`config.mk`:
```
export PLATFORM = sky130hd
export DESIGN_NAME = i2c_master_wr
export DESIGN_NICKNAME = d
export VERILOG_FILES = /design/src/rtl/i2c_master_wr.sv
export SDC_FILE = /design/constraint.sdc
export NUM_CORES = 1
export LEC_CHECK = 0
export CELL_PAD_IN_SITES_DETAIL_PLACEMENT = 2
export CELL_PAD_IN_SITES_GLOBAL_PLACEMENT = 2
export CORE_MARGIN = 3
export CORE_UTILIZATION = 36
export CTS_BUF_LIST = sky130_fd_sc_hd__clkbuf_4 sky130_fd_sc_hd__clkbuf_8
export DETAILED_ROUTE_END_ITERATION = 8
export PLACE_DENSITY = 0.91
export SYNTH_ARGS = -nofsm -noshare
export SYNTH_HDL_FRONTEND = slang
export SYNTH_SLANG_ARGS = --single-unit
```
`constraint.sdc`:
```
create_clock -name clk_i -period 2.8 [get_ports clk_i]
set_input_delay 0.56 -clock clk_i [delete_from_list [all_inputs] [get_ports clk_i]]
set_output_delay 0.56 -clock clk_i [all_outputs]
set_load 0.02 [all_outputs]
```
`src/rtl/i2c_master_wr.sv`:
```
// i2c_master_wr: single-clock I2C master issuing one 7-bit-addressed, two-byte
// write or read per request. SCL and SDA are driven open-drain: *_o are tied low
// and *_en_o pulls the line down when high.
//
// Optional build macro: I2C_MASTER_STRETCH_EN enables slave clock-stretch
// detection. When it is undefined, scl_i is ignored.
//
// Ports:
//   clk_i, rst_ni          clock, asynchronous active-low reset
//   start_i                request, accepted only when idle
//   rw_i, adress_i, data_i direction (1 = read), slave address, write word
//                          (data_i[15:8] is sent first); all latched at accept
//   sda_i, scl_i           bus line levels, synchronized before use
//   busy_o                 high from accept until the end of STOP
//   done_o                 one-clk pulse when the transaction ends
//   nack_o                 slave NACKed the address or a write byte
//   rd_data_o              read word, first byte in [15:8]
//   sda_o, scl_o           constant 0 (open-drain low level)
//   sda_en_o, scl_en_o     1 = pull the line low
module i2c_master_wr #(
  parameter int unsigned ClkDiv = 25  // clk cycles per SCL quarter period, >= 3
) (
  input  logic        clk_i,
  input  logic        rst_ni,
  input  logic        start_i,
  input  logic        rw_i,
  input  logic [6:0]  adress_i,
  input  logic [15:0] data_i,
  input  logic        sda_i,
  input  logic        scl_i,
  output logic        busy_o,
  output logic        done_o,
  output logic        nack_o,
  output logic [15:0] rd_data_o,
  output logic        sda_o,
  output logic        scl_o,
  output logic        sda_en_o,
  output logic        scl_en_o
);

  localparam int unsigned CntW = (ClkDiv > 1) ? $clog2(ClkDiv) : 1;
  localparam logic [CntW-1:0] CntMax = CntW'(ClkDiv - 1);

  typedef enum logic [3:0] {
    StIdle, StStart, StAddr, StAack, StByte1, StAck1, StByte2, StAck2, StStop
  } state_e;

  state_e          state_q, state_d;
  logic [CntW-1:0] cnt_q;
  logic [1:0]      qtr_q;
  logic [2:0]      bit_q;
  logic            rw_q;
  logic [6:0]      adr_q;
  logic [15:0]     data_q;
  logic [15:0]     rx_q;
  logic [15:0]     rd_data_q;
  logic            nack_q;
  logic            done_q;
  logic [1:0]      sda_sync_q;

  logic       sda_s;
  logic       accept;
  logic       smp_clk;
  logic       smp_en;
  logic       stall;
  logic       qtr_end;
  logic       slot_end;
  logic       is_byte;
  logic [7:0] tx_byte;
  logic       tx_bit;
  logic       sda_en;
  logic       scl_en;

  assign sda_s = sda_sync_q[1];

  // A start request in the clk where done is high is dropped on purpose.
  assign accept  = (state_q == StIdle) && start_i && !done_q;
  // Last clk of q2: SDA is sampled here (and stretching is checked here).
  assign smp_clk = (state_q != StIdle) && (qtr_q == 2'd2) && (cnt_q == CntMax);
  assign is_byte = (state_q == StAddr) || (state_q == StByte1) || (state_q == StByte2);

  always_ff @(posedge clk_i or negedge rst_ni) begin
    if (!rst_ni) begin
      sda_sync_q <= 2'b11;
    end else begin
      sda_sync_q <= {sda_sync_q[0], sda_i};
    end
  end

`ifdef I2C_MASTER_STRETCH_EN
  logic [1:0] scl_sync_q;

  always_ff @(posedge clk_i or negedge rst_ni) begin
    if (!rst_ni) begin
      scl_sync_q <= 2'b11;
    end else begin
      scl_sync_q <= {scl_sync_q[0], scl_i};
    end
  end

  // We released SCL but it still reads low: a slave is stretching, so freeze.
  assign stall = smp_clk && !scl_sync_q[1] && !scl_en;
`else
  logic unused_scl;
  assign unused_scl = scl_i;
  assign stall      = 1'b0;
`endif

  assign smp_en   = smp_clk && !stall;
  assign qtr_end  = (state_q != StIdle) && (cnt_q == CntMax) && !stall;
  assign slot_end = qtr_end && (qtr_q == 2'd3);

  // State register
  always_ff @(posedge clk_i or negedge rst_ni) begin
    if (!rst_ni) begin
      state_q <= StIdle;
    end else begin
      state_q <= state_d;
    end
  end

  // Timing counters and datapath
  always_ff @(posedge clk_i or negedge rst_ni) begin
    if (!rst_ni) begin
      cnt_q     <= '0;
      qtr_q     <= 2'd0;
      bit_q     <= 3'd7;
      rw_q      <= 1'b0;
      adr_q     <= 7'd0;
      data_q    <= 16'd0;
      rx_q      <= 16'd0;
      rd_data_q <= 16'd0;
      nack_q    <= 1'b0;
      done_q    <= 1'b0;
    end else begin
      done_q <= (state_q == StStop) && slot_end;
      if (accept) begin
        rw_q   <= rw_i;
        adr_q  <= adress_i;
        data_q <= data_i;
        nack_q <= 1'b0;
        cnt_q  <= '0;
        qtr_q  <= 2'd0;
        bit_q  <= 3'd7;
      end else if ((state_q != StIdle) && !stall) begin
        if (qtr_end) begin
          cnt_q <= '0;
          qtr_q <= qtr_q + 2'd1;
        end else begin
          cnt_q <= cnt_q + 1'b1;
        end
        if (slot_end) begin
          bit_q <= (is_byte && (bit_q != 3'd0)) ? bit_q - 3'd1 : 3'd7;
        end
      end
      if (smp_en) begin
        // Read-mode ACK1/ACK2 are driven by us, so they never flag a NACK.
        if ((state_q == StAack) ||
            (!rw_q && ((state_q == StAck1) || (state_q == StAck2)))) begin
          nack_q <= nack_q | sda_s;
        end
        if (rw_q && ((state_q == StByte1) || (state_q == StByte2))) begin
          rx_q <= {rx_q[14:0], sda_s};
        end
      end
      if ((state_q == StStop) && slot_end && rw_q && !nack_q) begin
        rd_data_q <= rx_q;
      end
    end
  end

  // Next-state logic: transitions only at slot boundaries
  always_comb begin
    state_d = state_q;
    unique case (state_q)
      StIdle:  if (accept) state_d = StStart;
      StStart: if (slot_end) state_d = StAddr;
      StAddr:  if (slot_end && (bit_q == 3'd0)) state_d = StAack;
      StAack:  if (slot_end) state_d = nack_q ? StStop : StByte1;
      StByte1: if (slot_end && (bit_q == 3'd0)) state_d = StAck1;
      StAck1:  if (slot_end) state_d = (!rw_q && nack_q) ? StStop : StByte2;
      StByte2: if (slot_end && (bit_q == 3'd0)) state_d = StAck2;
      StAck2:  if (slot_end) state_d = StStop;
      StStop:  if (slot_end) state_d = StIdle;
      default: state_d = StIdle;
    endcase
  end

  // Output logic
  always_comb begin
    tx_byte = {adr_q, rw_q};
    unique case (state_q)
      StByte1: tx_byte = data_q[15:8];
      StByte2: tx_byte = data_q[7:0];
      default: tx_byte = {adr_q, rw_q};
    endcase
  end

  assign tx_bit = tx_byte[bit_q];

  always_comb begin
    sda_en = 1'b0;
    scl_en = 1'b0;
    unique case (state_q)
      StStart: sda_en = qtr_q[1];
      StAddr: begin
        scl_en = ~qtr_q[1];
        sda_en = ~tx_bit;
      end
      StByte1, StByte2: begin
        scl_en = ~qtr_q[1];
        sda_en = !rw_q && !tx_bit;
      end
      StAack, StAck2: scl_en = ~qtr_q[1];
      StAck1: begin
        scl_en = ~qtr_q[1];
        sda_en = rw_q;  // on a read we ACK the first byte
      end
      StStop: begin
        scl_en = ~qtr_q[1];
        sda_en = (qtr_q != 2'd3);
      end
      default: begin
        sda_en = 1'b0;
        scl_en = 1'b0;
      end
    endcase
  end

  assign busy_o    = (state_q != StIdle);
  assign done_o    = done_q;
  assign nack_o    = nack_q;
  assign rd_data_o = rd_data_q;
  assign sda_o     = 1'b0;
  assign scl_o     = 1'b0;
  assign sda_en_o  = sda_en;
  assign scl_en_o  = scl_en;

endmodule

```
# Word-level counts from Yosys, hierarchy flattened
# Cells that the tools add are included.
# word_totals
n_memories,0
output_inout_bits,23
mem_bits_ro,0
regBits,74
ram_bits,0
latch_bits,0
# op_classes
n_reduce_logical,37
mul,0
bitwise,3
div_mod_pow,0
magnitude_cmp,1
n_mux,30
n_eq_ne,21
shift,0
n_addsub,3
# op_table
operator,n
two-way mux 4 bit,11
case mux 4 bit (9 select lines),1
"== test 4 x 3 -> 1 bit, second input constant",4
case mux 8 bit (2 select lines),1
logical AND 1 bit,15
two-way mux 5 bit,3
"inequality test 2 bit, second input constant",7
two-way mux 3 bit,4
AND reduction 9 bit,1
"== test 4 x 2 -> 1 bit, second input constant",2
OR reduction 7 bit,1
two-way mux 2 bit,3
"inequality test 2 x 1 -> 1 bit, second input constant",3
AND reduction 2 bit,3
nonzero test 2 bit,3
"adder 5 x 1 -> 5 bit, second input constant",1
"== test 5 bit, second input constant",1
logical OR 1 bit,5
two-way mux 1 bit,5
case mux 1 bit (5 select lines),1
"== test 2 bit, second input constant",2
"== test 4 x 1 -> 1 bit, second input constant",1
"== test 4 bit, second input constant",1
zero test 1 bit,4
other kinds (11),12

# Longest topological paths before layout
# Gate-level depths: netlist of the first run.
# depth
depth_word,8
mapped_depth,7
mapped_depth_nobuf,7

# Worst setup path after synthesis of the first run
# No wires, ideal clock.
# synth_path
path_type,register to output
from,register bit_q[0]
to,output port sda_en_o
required_time_ns,2.240
t_arrival_ns,1.867
stages_incl_launch_ff,6
setup_slack_ns,0.373
path_cell_list,dfstp_2 clkbuf_1 mux4_2 mux2_2 o22ai_2 a21o_1
# synth_between
elab_chain_len,5
# synth_lines
element,line_no,text
from (decl),51,logic [2:0] bit_q;
from (signal assigned),153,bit_q <= (is_byte && (bit_q != 3'd0)) ? bit_q - 3'd1 : 3'd7;
binary-select mux 1 bit (select 3 bit) (*),199,assign tx_bit = tx_byte[bit_q];
two-way mux 1 bit (not written as such) (*),199,
zero test 1 bit,212,sda_en = !rw_q && !tx_bit;
logical AND 1 bit,212,
case mux 1 bit (5 select lines) (*),204,unique case (state_q)
to (decl),37,"output logic sda_en_o,"
# Mark *: on every way between the ends. The rest lies on a longest branch, timed or not. The select of a mux whose other input is x is not followed.

# Worst setup path in the final report of the first run
# layout_path
from,register state_q[1]
to,output port sda_en_o
# layout_between
elab_chain_len,7
# layout_lines
element,line_no,text
from (decl),48,"state_e state_q, state_d;"
from (signal assigned),116,state_q <= StIdle;
from (signal assigned),118,state_q <= state_d;
== test 4 x 3 -> 1 bit,"192, 204",
case mux 8 bit (2 select lines),192,unique case (state_q)
binary-select mux 1 bit (select 3 bit),199,
two-way mux 1 bit (not written as such),199,
zero test 1 bit,212,
logical AND 1 bit,212,
case mux 1 bit (5 select lines) (*),204,
# Marks and branches as above.

==> results of run 1 <==
-- flip-flops by register name (all words and copies together), names as in the netlist --
name / count
nack_o: 1
rx_q: 16
qtr_q: 2
adr_q: 7
done_o: 1
rw_q: 1
state_q: 4
cnt_q: 5
data_q: 16
bit_q: 3
sda_sync_q: 2
rd_data_o: 16
-- worst reg2reg max path: stages (launching register included) --
cell and delay, ns:
dfstp_2 0.58, buf_4 0.16, inv_1 0.08, ha_1 0.22, a2111oi_2 0.73, nand2b_1 0.15, a21oi_1 0.20, a21oi_1 0.07
-- per-stage QoR --
stage	hold WS [ns]	setup WS, ns	instance area (µm²)
6_report	0.264	-0.0697	4320
5_1_grt	0.291	-0.149	4320
4_1_cts	0.276	-0.0829	4320
3_5_place_dp	0.353	-0.170	4090
3_3_place_gp	0.347	-0.139	4090
2_1_floorplan	0.264	0.373	3420
-- per-layer routing --
metal | track usage (%) | up-vias | share of wire, % | wire (µm)
li1 | - | 1191 | - | -
met1 | 22.6 | 1293 | 41 | 3850
met2 | 34.3 | 51 | 54 | 4990
met4 | 7.67 | 0 | 2.0 | 187
met5 | 0 | - | 0 | 0
met3 | 4.23 | 14 | 3.0 | 278
-- final cells by class --
class	count	area, µm²
sequential	74	1860
clock buffer	9	124
multi-input combinational	217	1450
fill	915	4650
tap	126	158
timing repair buffer	65	616
clock inverter	7	82.6
inverter	9	33.8
-- final timing paths --
check                                        startpoint                  endpoint  slack [ns]  cells past startpoint
worst max register to register     bit_q[0]$_DFFE_PN1P_      bit_q[2]$_DFFE_PN1P_        0.53                      7
worst min register to register  sda_sync_q[0]$_DFF_PN1_   sda_sync_q[1]$_DFF_PN1_        0.37                      0
min in group clk_i              sda_sync_q[0]$_DFF_PN1_   sda_sync_q[1]$_DFF_PN1_        0.37                      0
worst max-delay path             state_q[1]$_DFFE_PN0P_                  sda_en_o       -0.07                      6
worst min-delay path                             rst_ni  rd_data_o[7]$_DFFE_PN0P_        0.26                      1
max in group asynchronous                        rst_ni      bit_q[0]$_DFFE_PN1P_        1.78                      2
-- cells in the final DEF, fill, tap and decap left out, drive strengths merged, types with 2 or more instances in the layout --
cell / count
mux2i: 4
mux4: 2
inv: 12
a21oi: 9
nand2: 82
a41oi: 2
a31oi: 4
nand2b: 2
and3: 2
nand3: 4
clkinvlp: 2
buf: 19
ha: 6
mux2: 37
nor2b: 3
dfstp: 5
o21ai: 12
nor4: 2
nand4: 4
nor2: 19
clkdlybuf4s50: 45
a21o: 3
clkbuf: 9
dfrtp: 69
a2111oi: 4
conb: 2
-- cell families (layout without fill, tap and decap cells) --
family          Yosys count  in the layout
compound gates           40             40
fa+ha+maj                 6              6
buf+inv                  25             90
flops                    74             74
mux                      43             43
other cells               1              2
simple gates            126            126
-- where the power goes --
| part | switching [mW] | leakage (nW) | internal [mW] |
|---|---|---|---|
| clock network | 0.465 | 0.0988 | 0.427 |
| registers | 0.000650 | 0.981 | 1.07 |
| logic | 0.0306 | 1.07 | 0.0364 |
==> impl_metrics.py, run 1 <==
metrics = {
    "setup_path": {
        "critPathKind": "reg2out",
        "crit_slowest_cell": "mux4_2",
        "worst-path-buf-inv": 1,
        "worstPathCellList": "mux2_4, mux4_2, mux2_4, o22ai_2, a21o_1, buf_6",
        "critPathMaxFanout": 5,
        "end_kind": "output port",
        "critPathMaxStageDelay_ns": 0.48,
        "cp_common_cell": "mux2_4",
        "cp-start-kind": "flop",
        "cp_top_family": "multiplexers",
        "worstPathArrival_ns": 2.31,
        "critical_path_required_ns": 2.24,
    },
    "layout": {
        "drive_gt1_share_pct": 22.6,
        "fin_util_pct": 48.2,
        "area_growth_pct": 26.5,
        "finalNonFillerCells": 507,
        "antenna_cells": 0,
        "nNetsFinal": 411,
    },
    "drt": {
        "drtAntennaViolNets": 0,
        "first_pass_iters": 4,
        "wl_um": 9300,
        "vias": 2549,
        "drtIter0Drc": 67,
        "vias_per_cell": 5.03,
        "wl_per_cell_um": 18.4,
        "drcViolationCount": 0,
    },
    "job": {
        "drv_cap": 0,
    },
    "clock_tree": {
        "postCtsSetupBuffers": 0,
        "cts_hold_buf": 0,
        "cts_root_buf": "clkbuf_8",
        "numCtsBuffers": 9,
        "path_clk_slew_ns": 0.09,
        "htree_levels": 3,
        "clockBufferDepth": 2,
        "cts_resized": 14,
        "tritoncts": "yes",
        "cts_sinks": 74,
        "insertion_delay_ns": 0.36,
    },
    "sta": {
        "tns_ns": -0.0697,
        "rsz0062_at_grt": "true",
        "max-slew-margin-rel_pct": 48.1,
        "worstMarginPinSlew_ns": 0.779,
        "finalHoldViolations": 0,
        "finalCritPeriodShare_pct": 102,
        "final-setup-viol-count": 1,
        "worst_clock_skew_ns": 0.0143,
        "worst_slack_ns": -0.0697,
        "max_freq_ghz": 0.348,
        "finalMaxSlewViolations": 0,
        "period_needed_ns": 2.87,
    },
    "floorplanning": {
        "core_um2": 8980,
        "rows": 34,
        "start_util_pct": 38.1,
        "chipWidth_um": 103,
        "dieArea_um2": 10700,
        "ios": 52,
        "die_h_um": 103,
    },
    "outcome": {
        "status": "finished with violations",
        "violations": "negative setup slack",
    },
    "synthesis": {
        "synth_compound_area_share_pct": 7.83,
        "yosysMostFrequentCell": "nand2_1",
        "synth_commonest_cells": "nand2_1, dfrtp_1, mux2_2, nor2_1, o21ai_0",
        "synthCells": 315,
        "yosysWarningCount": 0,
        "netlist-cell-type-count": 46,
        "ys.flop_type": "dfrtp_1",
        "avgSynthCellArea_um2": 10.9,
        "yosysTopAreaCellShare_pct": 50.5,
        "synth_seq_area_share_pct": 54.3,
        "synthAdderAreaFrac_pct": 2.20,
        "syn_area_um2": 3420,
        "yosysTopAreaCell": "dfrtp_1",
        "synth_edf_count": 0,
        "synthMuxAreaShare_pct": 14.7,
        "synth_area_leaders": "dfrtp_1, mux2_2, nand2_1",
        "synth-seq-cells": 74,
        "async_reset_ff_share_pct": 100,
        "yosys.area_share.simple_pct": 16.8,
        "synth_top_family_by_area": "simple AND/OR/NAND/NOR gates",
        "synth_xor_area_share_pct": 0,
    },
    "global_routing": {
        "antenna_found_initial": 0,
        "gr-usage-all-layers_pct": 19.3,
        "grt_pass1_wl_um": 15400,
        "grt_pass1_vias": 2972,
        "overflow": 0,
        "grt_max_degree": 34,
    },
    "hold_path": {
        "hp-class": "in2async",
    },
    "placement": {
        "hpwl_um": 6760,
        "portBuffers": 48,
        "dpl.cell_count": 491,
        "routabilityCongestion": 0.845,
    },
    "power_and_ir_drop": {
        "peakVddDrop_mv": 0.238,
        "cellLeakagePower_nw": 2.15,
        "report.power.total_mw": 2.03,
        "power_density_nw_per_um2": 469,
    },
}
No activity file was read; power rests on OpenSTA's default activity.
==> inputs of run 2 (changes only) <==
--- a/config.mk
+++ b/config.mk
@@ -5,6 +5,7 @@
 export SDC_FILE = /design/constraint.sdc
 export NUM_CORES = 1
 export LEC_CHECK = 0
+export ABC_AREA = 0
 export CELL_PAD_IN_SITES_DETAIL_PLACEMENT = 2
 export CELL_PAD_IN_SITES_GLOBAL_PLACEMENT = 2
 export CORE_MARGIN = 3
==> results of run 2 <==
No change in the layout: final DEF, timing and power equal those of run 1.
==> variant 1 (config.mk and constraints of run 1) <==
`ClkDiv`: 25 -> 50.
--- a/src/rtl/i2c_master_wr.sv
+++ b/src/rtl/i2c_master_wr.sv
@@ -19,5 +19,5 @@
 //   sda_en_o, scl_en_o     1 = pull the line low
 module i2c_master_wr #(
-  parameter int unsigned ClkDiv = 25  // clk cycles per SCL quarter period, >= 3
+  parameter int unsigned ClkDiv = 50  // clk cycles per SCL quarter period, >= 3
 ) (
   input  logic        clk_i,
Behaviour: same outputs for any inputs over 10 cycles, from zero or initial values and one cycle with rst_ni low; that may be too few to reach the edited logic, so the function may still have changed.
==> variant 1 against run 1 <==
Register-to-register slack worse by 0.25 ns; total power up 6.1%; sequential cell count up 1; final area up 0.87%; setup slack better by 0.072 ns; synthesized area up 1.5%; die area up 1.4%; via count up 2.3%; routed wire length up 13%; sequential share of layout area up 0.23 points; critical path type unchanged; critical endpoint unchanged; largest power group unchanged.
==> variant 1: results (changes against run 1) <==
{| class="wikitable"
! Metric !! Value
|-
| Outcome || completed
|-
| Register-to-register path setup slack || 0.28 ns (-0.25 ns)
|-
| Register area share after synthesis || 54.3% (-0.082 points)
|-
| Vias in the first global route || 3053 (+2.7%)
|-
| Initial detailed-routing violation count || 116 (+73%)
|-
| First-pass GRT wire length || 17.3 mm (+12%)
|-
| Number of nets at the end of the flow || 412 (+0.24%)
|-
| Internal power summed over all cells || 1.62 mW (+5.7%)
|-
| Leading cell types by total area after synthesis || sky130_fd_sc_hd__dfrtp_1, sky130_fd_sc_hd__mux2_2, sky130_fd_sc_hd__nand2_1
|-
| Static leakage power || 2.12 nW (-1.1%)
|-
| Unique cell type count in the Yosys netlist || 45 (-2.2%)
|-
| Logic gate share of total power || 6.0% (+2.7 points)
|-
| Worst endpoint data arrival time || 2.24 ns (-0.07 ns)
|-
| Largest net degree at the start of global routing || 76 (+120%)
|-
| Number of instances resized during post-cts repair || 13 (-1)
|-
| Last weighted congestion value of the routability-driven placer || 0.838 (-0.81%)
|-
| Setup skew after layout || 0.0174 ns (+0.00317 ns)
|-
| Half-perimeter wire length of the detailed placement result || 7.30 mm (+7.9%)
|-
| Startpoint of the worst register-to-register path || state_q[3]
|-
| Total routing resource utilization after global routing || 20.7% (+1.4 points)
|-
| Capture point of the worst reg-to-reg path || rd_data_o[10]
|-
| Post-Route WL || 10.5 mm (+13%)
|-
| Largest delay share family, worst path || simple AND/OR/NAND/NOR gates
|-
| DR vias || 2608 (+2.3%)
|-
| Leading post-synthesis cells by instance count || sky130_fd_sc_hd__nand2_1, sky130_fd_sc_hd__dfrtp_1, sky130_fd_sc_hd__mux2_2
|-
| Number of inserted filler cells in the final layout || 990 (+8.2%)
|}
## variant 1: kinds of logic after synthesis
| kind of cell | count (synthesis) | share of synthesized area, % |
|---|---|---|
| adder cells (fa/ha/maj) | 6 | 2.16 |
| AO/OA/AOI/OAI | 28 | 4.90 |
| XOR/XNOR | 5 | 1.26 |
| AND/OR/NAND/NOR | 137 | 18.5 |
| buffers and inverters | 22 | 3.71 |
| flip-flops | 75 | 54.3 |
| multiplexers | 45 | 15.1 |
| other | 1 | 0.108 |
## variant 1: stage by stage
step	std cells	power (mW)	util, %
4_1_cts	511	2.18	46.8
3_3_place_gp	495	1.27	44.4
5_1_grt	511	2.25	47.0
2_1_floorplan	320	1.19	-
3_5_place_dp	495	1.28	44.4
6_report	511	2.15	47.0
## variant 1: how the worst max path moves through the flow
| stage | startpoint | end | slack [ns] | depth (start not counted) |
|---|---|---|---|---|
| after CTS | state_q[1] | scl_en_o | 0.01 | 7 |
| after global placement | state_q[1] | sda_en_o | -0.08 | 6 |
| after floorplan | state_q[1] | sda_en_o | 0.26 | 6 |
| final | state_q[2] | sda_en_o | 0.003 | 7 |
| after detailed placement | state_q[1] | sda_en_o | -0.09 | 6 |
| after global routing | state_q[0] | sda_en_o | -0.07 | 7 |
## variant 1: layer usage
layer / routed length (um) / GRT usage, % / vias to the layer above
met5: 0 / 0 / -
met4: 305 / 8.83 / 0
met3: 329 / 5.28 / 23
met2: 5720 / 37.3 / 57
met1: 4140 / 23.2 / 1340
li1: - / - / 1188
## variant 1: final cells by class
| type | instances | area share [%] |
|---|---|---|
| timing repair buffer | 62 | 13.5 |
| multi-input combinational | 223 | 34.3 |
| sequential | 75 | 43.2 |
| clock buffer | 11 | 3.33 |
| clock inverter | 5 | 1.38 |
| inverter | 6 | 0.516 |
| tap | 129 | 3.70 |
==> variant 2 (flow settings as in run 1) <==
Made on the original files. The 9 states of `state_e` get a one-hot encoding in 9 bits.
--- a/src/rtl/i2c_master_wr.sv
+++ b/src/rtl/i2c_master_wr.sv
@@ -42,6 +42,6 @@
   localparam logic [CntW-1:0] CntMax = CntW'(ClkDiv - 1);
 
-  typedef enum logic [3:0] {
-    StIdle, StStart, StAddr, StAack, StByte1, StAck1, StByte2, StAck2, StStop
+  typedef enum logic [8:0] {
+    StIdle = 9'b000000001, StStart = 9'b000000010, StAddr = 9'b000000100, StAack = 9'b000001000, StByte1 = 9'b000010000, StAck1 = 9'b000100000, StByte2 = 9'b001000000, StAck2 = 9'b010000000, StStop = 9'b100000000
   } state_e;
 
Formal check against the unedited RTL: same outputs for any inputs over 10 cycles, from zero or initial values and one cycle with rst_ni low; not proved beyond that.
==> variant 2 against run 1 <==
The flow still finishes with violations (negative setup slack); sequential cell count rose by 5; routed wire length is 40% higher; final area up 17%; setup slack worse by 0.25 ns; non-clock buffer count up 27; via count is 20% higher; synthesized area rose by 15%; worst hold slack worse by 0.056 ns.
Power is not compared: it rests on default switching activity, and its combinational part moved more than twofold at a synthesized area within 25%.
==> variant 2: results (changes against run 1) <==
{| class="wikitable"
! Metric !! Value
|-
| Hold slack || 0.209 ns (-0.0556 ns)
|-
| Setup skew after layout || 0.0148 ns (+0.000534 ns)
|-
| Compound-cell area share of the yosys netlist || 11.1% (+3.3 points)
|-
| Wire length per cell || 23.2 um (+27%)
|-
| Worst endpoint data arrival time || 2.56 ns (+0.25 ns)
|-
| Failing checks || negative setup slack
|-
| Total cell area at the placement stage || 4790 um2 (+17%)
|-
| Leading cell types by total area after synthesis || sky130_fd_sc_hd__dfrtp_1, sky130_fd_sc_hd__mux2_2, sky130_fd_sc_hd__dfstp_2
|-
| First-pass GRT wire length || 19.7 mm (+28%)
|-
| Final core utilization || 48.4% (+0.24 points)
|-
| Synth Area in XOR/XNOR || 0.447% (+0.45 points)
|-
| Largest net degree at the start of global routing || 80 (+140%)
|-
| Register area share after synthesis || 50.6% (-3.7 points)
|-
| Leading post-synthesis cells by instance count || sky130_fd_sc_hd__dfrtp_1, sky130_fd_sc_hd__mux2_2, sky130_fd_sc_hd__nand2_1
|-
| Last weighted congestion value of the routability-driven placer || 0.889 (+5.3%)
|-
| Vias in the first global route || 3480 (+17%)
|-
| Transition time at the pin with the least slew margin || 0.528 ns (-0.251 ns)
|-
| Half-perimeter wire length of the detailed placement result || 9.10 mm (+35%)
|-
| Placement Setup Slack || -0.456 ns (-0.286 ns)
|-
| Vias per Instance || 5.47 (+8.9%)
|-
| Register-to-register path setup slack || 0.23 ns (-0.30 ns)
|-
| CP max stage cell || sky130_fd_sc_hd__dfrtp_1
|-
| Outcome || complete, but fails checks
|-
| Final Worst Setup Slack || -0.322 ns (-0.252 ns)
|-
| Peak per-stage delay on the critical path || 0.44 ns (-0.04 ns)
|-
| Total routing resource utilization after global routing || 22.0% (+2.7 points)
|-
| Number of levels the H-tree was split into || 3 (unchanged)
|-
| Fraction of final layout cells sized beyond drive strength 1 || 35.5% (+13 points)
|-
| Unique cell type count in the Yosys netlist || 61 (+33%)
|-
| Final setup violation count || 1 (unchanged)
|-
| Number of inserted filler cells in the final layout || 1083 (+18%)
|-
| Worst-case reg-to-reg path depth || 9 (+2)
|-
| Largest delay share family, worst path || compound AO/OA/AOI/OAI gates
|-
| Multiplexer share of the synthesized area || 17.6% (+2.9 points)
|-
| Capture point of the worst reg-to-reg path || state_q[8]
|-
| Clock input transition at the sequential cells of the worst setup and hold paths || 0.09 ns (about the same)
|}
==> variant 2: cell types whose count changed after synthesis, sizes merged, moves of 5 or more <==
cell,delta
nor3,+7
a22o,+7
mux2,+20
nand2,-61
nor2b,+5
nand3,+6
==> variant 2: power groups by stage <==
stage,clock network [mW],logic [mW],registers [mW]
after global placement,0,0.958,1.54
after floorplan,0,0.650,1.51
after global routing,0.889,1.25,1.60
final,0.816,1.16,1.58
after detailed placement,0,1.06,1.58
after CTS,0.837,1.11,1.57
==> variant 2: through the flow <==
step	instances	TNS, ns
2_1_floorplan	331	0
3_3_place_gp	540	-0.249
3_5_place_dp	540	-0.483
4_1_cts	557	-0.277
5_1_grt	559	-0.462
6_report	559	-0.322
==> variant 2: cells by family (layout without fill, tap and decap cells) <==
logic type / after synthesis / after routing
simple gates: 96 / 96
flops: 79 / 79
compound gates: 60 / 60
mux: 58 / 58
buf+inv: 28 / 120
fa+ha+maj: 6 / 6
xor+xnor: 2 / 2
other cells: 1 / 2
==> variant 2: worst max-delay path by stage <==
| stage | cells past startpoint | slack [ns] | to | from |
|---|---|---|---|---|
| final | 8 | -0.32 | sda_en_o | state_q[8] |
| after global routing | 8 | -0.45 | sda_en_o | state_q[8] |
| after CTS | 7 | -0.28 | sda_en_o | state_q[8] |
| after detailed placement | 7 | -0.46 | sda_en_o | state_q[2] |
| after global placement | 7 | -0.25 | sda_en_o | state_q[2] |
| after floorplan | 6 | 0.22 | sda_en_o | state_q[2] |
==> variant 2: final cells by class <==
type	count	share of cell area [%]
clock inverter	5	0.618
timing repair buffer	92	16.2
sequential	79	39.2
tap	136	3.36
clock buffer	11	2.99
inverter	12	0.889
multi-input combinational	224	36.7
==> variant 2: layer usage <==
layer | share of wire (%) | GRT usage (%)
met5 | 0 | 0
met4 | 4.0 | 10.3
met3 | 3.3 | 3.84
met2 | 55 | 41.2
met1 | 38 | 23.8
==> variant 2: repair_timing <==
item                                   CTS  global route
resized for setup                       17             7
setup buffers                            2             2
setup endpoints to repair                3             2
endpoints found under the hold margin    0             0
pin swaps                               10             5
